## config.mk

```make
export PLATFORM = sky130hd
export DESIGN_NAME = sponge_squeeze
export DESIGN_NICKNAME = d
export VERILOG_FILES = /design/src/rtl/sponge_pkg.sv /design/src/rtl/squeeze_mask.sv /design/src/rtl/sponge_squeeze.sv
export SDC_FILE = /design/constraint.sdc
export NUM_CORES = 1
export LEC_CHECK = 0
export BUFFER_PORTS_ARGS = -buffer_cell sky130_fd_sc_hd__buf_2
export CORE_AREA = 8 8 440 442
export CTS_CLUSTER_SIZE = 28
export DETAILED_ROUTE_END_ITERATION = 10
export DIE_AREA = 0 0 448 450
export GPL_TIMING_DRIVEN = 0
export SLEW_MARGIN = 20
export SYNTH_ARGS = -nofsm -noshare
export SYNTH_HDL_FRONTEND = slang
export SYNTH_SLANG_ARGS = --single-unit
```

## constraint.sdc

```tcl
create_clock -name clk -period 11.4 [get_ports clk]
set_input_delay 1.71 -clock clk [delete_from_list [all_inputs] [get_ports clk]]
set_output_delay 1.71 -clock clk [all_outputs]
set_load 0.02 [all_outputs]
```

## src/rtl/sponge_pkg.sv

```systemverilog
// Shared types and helpers for the sponge absorb/squeeze controllers.
package sponge_pkg;

  localparam int RWIDTH_D      = 32;
  localparam int CWIDTH_D      = 320;
  localparam int ROUND_COUNT_D = 10;

  typedef enum logic [2:0] {
    IDLE    = 3'd0,
    EMIT    = 3'd1,
    PERMUTE = 3'd2,
    WAIT    = 3'd3,
    DONE    = 3'd4
  } squeeze_state_t;

  // Smaller of two lengths; used to size the current output chunk.
  function automatic int unsigned min_len(input int unsigned a, input int unsigned b);
    return (a < b) ? a : b;
  endfunction

endpackage

```

## src/rtl/squeeze_mask.sv

```systemverilog
// Keeps the low 'bits' bits of data and zeroes the rest.
// A bits value of W or more passes data through untouched.
module squeeze_mask #(
  parameter int W  = 32,
  parameter int BW = $clog2(W + 1)
) (
  input  logic [W-1:0]  data,
  input  logic [BW-1:0] bits,
  output logic [W-1:0]  masked
);

  logic [W-1:0] keep;

  // Build the LSB keep-mask and apply it.
  always_comb begin
    keep   = ~({W{1'b1}} << bits);
    masked = data & keep;
  end

endmodule

```

## src/rtl/sponge_squeeze.sv

```systemverilog
// Squeeze-phase controller: streams rate-sized chunks of the sponge state
// and runs the shared permutation G between chunks.
//
// state   | meaning
// IDLE    | waiting for start
// EMIT    | presenting a chunk, waiting for dout_ready
// PERMUTE | one-cycle perm_go to G
// WAIT    | G running, perm_r/perm_c held
// DONE    | one-cycle done pulse
module sponge_squeeze
  import sponge_pkg::*;
#(
  parameter int RWIDTH      = RWIDTH_D,
  parameter int CWIDTH      = CWIDTH_D,
  parameter int LEN_WIDTH   = 20,
  parameter int ROUND_COUNT = ROUND_COUNT_D,
  parameter int CNT_WIDTH   = $clog2(RWIDTH + 1)
) (
  input  logic                   clk,
  input  logic                   reset,
  input  logic                   start,
  input  logic [RWIDTH-1:0]      r_in,
  input  logic [CWIDTH-1:0]      c_in,
  input  logic [LEN_WIDTH-1:0]   out_len,
  input  logic [ROUND_COUNT-1:0] rounds,
  output logic                   busy,
  output logic                   perm_go,
  output logic [RWIDTH-1:0]      perm_r,
  output logic [CWIDTH-1:0]      perm_c,
  output logic [ROUND_COUNT-1:0] perm_rounds,
  input  logic                   perm_done,
  input  logic [RWIDTH-1:0]      perm_r_in,
  input  logic [CWIDTH-1:0]      perm_c_in,
  output logic [RWIDTH-1:0]      dout,
  output logic [CNT_WIDTH-1:0]   dout_bits,
  output logic                   dout_valid,
  output logic                   dout_last,
  input  logic                   dout_ready,
  output logic                   done
);

  localparam logic [LEN_WIDTH-1:0] RW_LEN = LEN_WIDTH'(RWIDTH);

  squeeze_state_t         state;
  logic [RWIDTH-1:0]      r_reg;
  logic [CWIDTH-1:0]      c_reg;
  logic [LEN_WIDTH-1:0]   remaining;
  logic [ROUND_COUNT-1:0] rounds_reg;

  logic                   is_last;
  logic [LEN_WIDTH-1:0]   chunk;
  logic [CNT_WIDTH-1:0]   chunk_bits;
  logic [RWIDTH-1:0]      masked_r;

  // Current chunk size; the compare is done at length width so RWIDTH never truncates.
  always_comb begin
    is_last    = (remaining <= RW_LEN);
    chunk      = LEN_WIDTH'(min_len(32'(remaining), 32'(RW_LEN)));
    chunk_bits = CNT_WIDTH'(chunk);
  end

  squeeze_mask #(
    .W  (RWIDTH),
    .BW (CNT_WIDTH)
  ) u_mask (
    .data   (r_reg),
    .bits   (chunk_bits),
    .masked (masked_r)
  );

  // Moore outputs decoded from the registered state.
  always_comb begin
    busy       = (state != IDLE);
    perm_go    = (state == PERMUTE);
    perm_r     = '0;
    perm_c     = '0;
    dout       = '0;
    dout_bits  = '0;
    dout_valid = 1'b0;
    dout_last  = 1'b0;
    done       = (state == DONE);
    if (state == PERMUTE || state == WAIT) begin
      perm_r = r_reg;
      perm_c = c_reg;
    end
    if (state == EMIT) begin
      dout       = masked_r;
      dout_bits  = chunk_bits;
      dout_valid = 1'b1;
      dout_last  = is_last;
    end
  end

  assign perm_rounds = rounds_reg;

  // Sequencing and state/length registers; start, perm_done and dout_ready
  // only matter in IDLE, WAIT and EMIT respectively.
  always_ff @(posedge clk or posedge reset) begin
    if (reset) begin
      state      <= IDLE;
      r_reg      <= '0;
      c_reg      <= '0;
      remaining  <= '0;
      rounds_reg <= '0;
    end else begin
      case (state)
        IDLE: begin
          if (start) begin
            r_reg      <= r_in;
            c_reg      <= c_in;
            remaining  <= out_len;
            rounds_reg <= rounds;
            state      <= (out_len == '0) ? DONE : EMIT;
          end
        end
        EMIT: begin
          if (dout_ready) begin
            remaining <= remaining - chunk;
            state     <= is_last ? DONE : PERMUTE;
          end
        end
        PERMUTE: state <= WAIT;
        WAIT: begin
          if (perm_done) begin
            r_reg <= perm_r_in;
            c_reg <= perm_c_in;
            state <= EMIT;
          end
        end
        DONE:    state <= IDLE;
        default: state <= IDLE;
      endcase
    end
  end

endmodule

```

; After elaboration in Yosys (flattened, before gate mapping)
; Cells that the tools add are included.
[word_totals]
elab_cells = 50
input_bits = 739
ff_bits = 385
output_inout_bits = 405
[op_classes]
eq_ne = 7
muxes = 22
reduce_logical = 10
magnitude_cmp = 2
addsub = 1
n_shift = 1
n_bitwise = 2
[ops]
columns = op, n
row1 = two-way mux 320 bit, 3
row2 = case mux 320 bit (2 select lines), 1
row3 = two-way mux 32 bit, 4
row4 = case mux 32 bit (2 select lines), 1
row5 = two-way mux 20 bit, 3
row6 = case mux 20 bit (2 select lines), 1
row7 = AND 32 bit, 1
row8 = inverter 32 bit, 1
row9 = << shifter 32 x 6 -> 32 bit (first input constant), 1
row10 = <= comparator 20 x 6 -> 1 bit (second input constant), 1
row11 = logical NOT 20 bit, 1
row12 = < comparator 20 x 6 -> 1 bit (second input constant), 1
row13 = subtractor 20 bit, 1
row14 = two-way mux 3 bit, 5
row15 = case mux 3 bit (4 select lines), 1
row16 = AND reduction 3 bit, 3
row17 = == test 3 x 2 -> 1 bit (second input constant), 2
row18 = two-way mux 6 bit, 1
row19 = != test 2 bit (second input constant), 3
row20 = nonzero test 2 bit, 2
row21 = == test 3 x 1 -> 1 bit (second input constant), 1
row22 = == test 3 bit (second input constant), 1
row23 = logical NOT 3 bit, 1
row24 = nonzero test 3 bit, 1
row25 = 3 further kinds, 4

; Logic depth before layout (Yosys ltp)
[logic_depth]
ltp_word = 6
ltp_mapped = 10
mapped_depth_nobuf = 8

; Modules after synthesis
; From an unflattened synthesis, not the netlist that was laid out.
[hier_totals]
cells_unflattened = 2676
hier_area_um2 = 20732.4
[modules_own_cells]
columns = module, n_inst, cells_per_inst, area_each_um2, seq_area_each_um2
row1 = sponge_squeeze, 1, 2600, 20271.9, 9634.2
row2 = squeeze_mask, 1, 76, 460.4, 0.0

; Worst setup path before layout
; No wires, ideal clock.
[synth_path]
path_type = flip-flop to output port
start = register state[2]
end = output port dout[20]
required_ps = 9690
path_stages_with_launch = 6
path_slack_ps = 7343
arrival_time_ps = 2347
path_buffers = 3
cell_sequence = dfrtp_1 clkbuf_1 or3b_2 clkbuf_1 clkbuf_1 a2111oi_0
[synth_between]
elab_chain_len = 2
[synth_lines]
columns = element, line
row1 = "start, declared", sponge_squeeze.sv:44  ; squeeze_state_t state;
row2 = "start signal, assigned", sponge_squeeze.sv:113  ; state <= (out_len == '0) ? DONE : EMIT;
row3 = "start signal, assigned", sponge_squeeze.sv:119  ; state <= is_last ? DONE : PERMUTE;
row4 = == test 3 x 1 -> 1 bit, sponge_squeeze.sv:86  ; if (state == EMIT) begin
row5 = two-way mux 32 bit, sponge_squeeze.sv:86
row6 = "end, declared", sponge_squeeze.sv:34  ; output logic [RWIDTH-1:0] dout,
; Every way passes these cells.

; Worst setup path in the final report
[layout_path]
start = register state[1]
end = output port perm_c[311]
[layout_between]
elab_chain_len = 3
word_cells_on_any_way = 4
classes_between = eq/ne (2) / mux (1) / reduce/logical (1)
[layout_lines]
columns = element, line
row1 = == test 3 x 2 -> 1 bit, sponge_squeeze.sv:82  ; if (state == PERMUTE || state == WAIT) begin
row2 = logical OR 1 bit (*), sponge_squeeze.sv:82
row3 = two-way mux 320 bit (*), sponge_squeeze.sv:82
row4 = "end, declared", sponge_squeeze.sv:29  ; output logic [CWIDTH-1:0] perm_c,
; Every way passes the cells marked *; elsewhere a longest branch is shown, timed or not.

==> qor.txt <==
RUN STATUS
--------------------------------------------------------------------------------
Result of the run                                                   finished, final reports clean

FLOORPLANNING
--------------------------------------------------------------------------------
Starting density of the core                                               11.1%
I/O pin total                                                               1144
Die boundary width                                                        448 um
Placeable core area                                                   187000 um2
Die Height                                                                450 um
Die area                                                              202000 um2
Number of cell rows                                                          159

CRITICAL PATH
--------------------------------------------------------------------------------
Reg-to-Reg End                                                      remaining[6]
Kind of end point of the critical path                                output pin
Cells on worst reg2reg path                                                    9
Worst path max stage delay                                               0.65 ns
Total buffers and inverters traversed by the critical path                     5
Max stage delay cell, worst path                                        clkbuf_1
Critical path data required time                                         9.69 ns
Class of the most critical setup path                                    reg2out
Family with the most delay on the worst path                        buffers and inverters
Reg2reg setup slack                                                      7.13 ns
Startpoint kind of the worst setup timing path                          register
RR Startpoint                                                       remaining[18]
Chain of cells forming the critical path                            buf_2 > nor2b_1 > clkbuf_1 > clkbuf_2 > clkbuf_1 > and2_1 > buf_2
Critical-path maximum fanout                                                  10
Data arrival time of the critical path                                   3.84 ns

CLOCK NETWORK
--------------------------------------------------------------------------------
Clock buffer count from CTS                                                   56
H-tree lvl count                                                               2
Post CTS Setup Buffer Count                                                    0
Latest clock arrival within the worst-skew pair                          0.69 ns
Worst-path clk slew                                                      0.06 ns
Clock buffer depth                                                             3
Cts repair resizes                                                             0
Library cell used as clock root buffer                                 clkbuf_16
Cts hold-fix bufs                                                              0
Clock sinks                                                                  385
Clock tree from TritonCTS                                                    yes

WORST HOLD PATH
--------------------------------------------------------------------------------
Hold worst-path end                                                 perm_rounds[5]
Min-delay src                                                       perm_rounds[5]
Hold path cells                                                                2
Hold crit path type                                                      reg2reg

FINISH
--------------------------------------------------------------------------------
Final cell utilization of the core                                         17.2%
Area of combinational cells with multiple inputs                       10100 um2
# nets final                                                                4622
Sequential Area                                                         9630 um2
Flip-flop count of the largest register after layout                         320
Area growth from synthesis to layout                                       55.0%
Layout fillers                                                             21700
Layout cell share with drive strength beyond 1                             34.5%

PWR
--------------------------------------------------------------------------------
Design Power                                                             11.3 mW
Cell Pwr Density                                                      353 nW/um2
Worst voltage drop across the vdd grid                                    162 uV
Lkg Pwr                                                                  15.0 nW

TIMING
--------------------------------------------------------------------------------
Count of final hold-check violations                                           0
Max-slew violation count                                                       0
Max-slew headroom at the worst pin                                         26.5%
RSZ-0062 raised after global routing                                       false
Maximum clock skew at final layout                                     0.0409 ns
Time the final worst path needs with I/O delays and setup                5.55 ns
Final worst path period share                                              48.7%
Number of failing setup endpoints in the final timing report                   0
Highest achievable clock rate                                            180 MHz
Worst Max-Slew Pin Slew                                                  1.10 ns
Total negative setup slack                                                  0 ns

DETAILED ROUTING
--------------------------------------------------------------------------------
Number of vias after detailed routing                                      26400
Post-route DRC                                                                 0
Mean routed wirelength per cell                                          32.0 um
Number of routed nets with antenna violations                                  0
Drt pass-1 iters                                                               7
Drt via density                                                             4.09
Total detailed-routing wirelength                                      206000 um
1st-iter DRT viols                                                          2658

PLACED DESIGN
--------------------------------------------------------------------------------
Placer Congestion                                                           1.10
Sum of net half-perimeters after detailed placement                    179000 um
I/O Buffers                                                                 1143

SYNTH
--------------------------------------------------------------------------------
Async set or reset register ratio after synthesis                           100%
Distinct cell type count after synthesis                                      60
Commonest cells post-synth                                          776 x nand2_1, 385 x dfrtp_1, 373 x nor2_1
Proportion of netlist area held by the largest area contributor            46.6%
Warning count from the yosys run                                               0
Syn Inst Count                                                              2663
Sequential element share of the synthesized area                           46.6%
Largest area contributor in the synthesized netlist                      dfrtp_1
Net count of the mapped netlist                                             3403
Number of synthesized register bits                                          385
Most used DFF post-synth                                                 dfrtp_1
Most used standard cell by instance count after synthesis                nand2_1
Cell area after technology mapping                                     20700 um2
EDFF count, synth                                                              0
Synthesized area per cell                                               7.77 um2
Top area cells in the synthesized netlist                           dfrtp_1 47%, nand2_1 14%, a31oi_1 11%

FLOW RUN
--------------------------------------------------------------------------------
Max cap viols                                                                  0

GRT
--------------------------------------------------------------------------------
Residual overflow from global routing                                          0
Global-route wire length before repair                                 263000 um
Number of antenna violations at the first check in global routing            150
Pin count of the biggest net entering global routing                          31
Global routing usage summed across all routing layers                      19.4%
Number of global-route vias before repair                                  26200

## cell type report
cell class / count / share of cell area, %
multi-input combinational: 2043 / 31.4
clock buffer: 72 / 5.00
antenna: 39 / 0.305
clock inverter: 30 / 1.32
inverter: 10 / 0.129
timing repair buffer: 1161 / 19.0
buffer: 225 / 3.02
tap: 2495 / 9.74
sequential: 385 / 30.1
## worst max-delay path by stage
| stage | slack, ns | cells after the start | to | startpoint |
|---|---|---|---|---|
| 2_1_floorplan | 4.51 | 1 | c_reg[0] | reset |
| 3_3_place_gp | 0.55 | 2 | c_reg[157] | reset |
| 3_5_place_dp | 6.41 | 7 | perm_c[311] | state[1] |
| 4_1_cts | 5.61 | 7 | perm_c[311] | state[1] |
| 5_1_grt | 5.62 | 7 | perm_c[311] | state[1] |
| 6_report | 5.85 | 7 | perm_c[311] | state[1] |
## per-stage QoR
| stage | hold slack [ns] | cells | cell area (um2) | setup slack, ns |
|---|---|---|---|---|
| 2_1_floorplan | 0.500 | 2663 | 20700 | 4.51 |
| 3_3_place_gp | 0.458 | 6301 | 29500 | 0.547 |
| 3_5_place_dp | 0.462 | 6319 | 29900 | 6.41 |
| 4_1_cts | 0.476 | 6421 | 31900 | 5.61 |
| 5_1_grt | 0.508 | 6439 | 32000 | 5.62 |
| 6_report | 0.474 | 6460 | 32000 | 5.85 |
## layer usage
metal	wire length, um	GRT usage [%]	vias up	part of all wire (%)
li1	-	-	11400	-
met1	84000	24.5	13200	41
met2	94500	31.4	1476	46
met3	16700	4.78	398	8.1
met4	10900	8.32	46	5.3
met5	304	0	-	0.15
## logic make-up after synthesis
logic type               count (synthesis)  synth area share [%]
AO/OA/AOI/OAI                          440                  13.7
adder cells (fa/ha/maj)                  1                0.0605
buffers and inverters                  235                  4.80
flip-flops                             385                  46.6
multiplexers                             3                 0.157
other                                    1                0.0181
AND/OR/NAND/NOR                       1598                  34.6
## placed cells by master (no fill, tap or decap), types with 23 or more instances in the layout
cell type  instances
clkbuf_16         57
a21oi_1           23
buf_2           1198
and2_1           355
clkbuf_1         146
a31oi_1          356
diode_2           39
nor2_1           373
nand2_1          776
dfrtp_1          385
## power breakdown
| part | internal [mW] | switching [mW] |
|---|---|---|
| Combinational | 1.86 | 4.78 |
| Sequential | 2.07 | 0.587 |
| Clock | 1.21 | 0.808 |
| Total | 5.14 | 6.18 |
## worst register-to-register path, delay by kind of cell, from the launching register on
family                   cells  cell delay (ns)
AND/OR/NAND/NOR              6             2.82
buffers and inverters        1             0.40
flip-flops                   1             0.43
AO/OA/AOI/OAI                1             0.12
adder cells (fa/ha/maj)      1             0.35
Note: power is estimated with default switching activity, not from simulation.
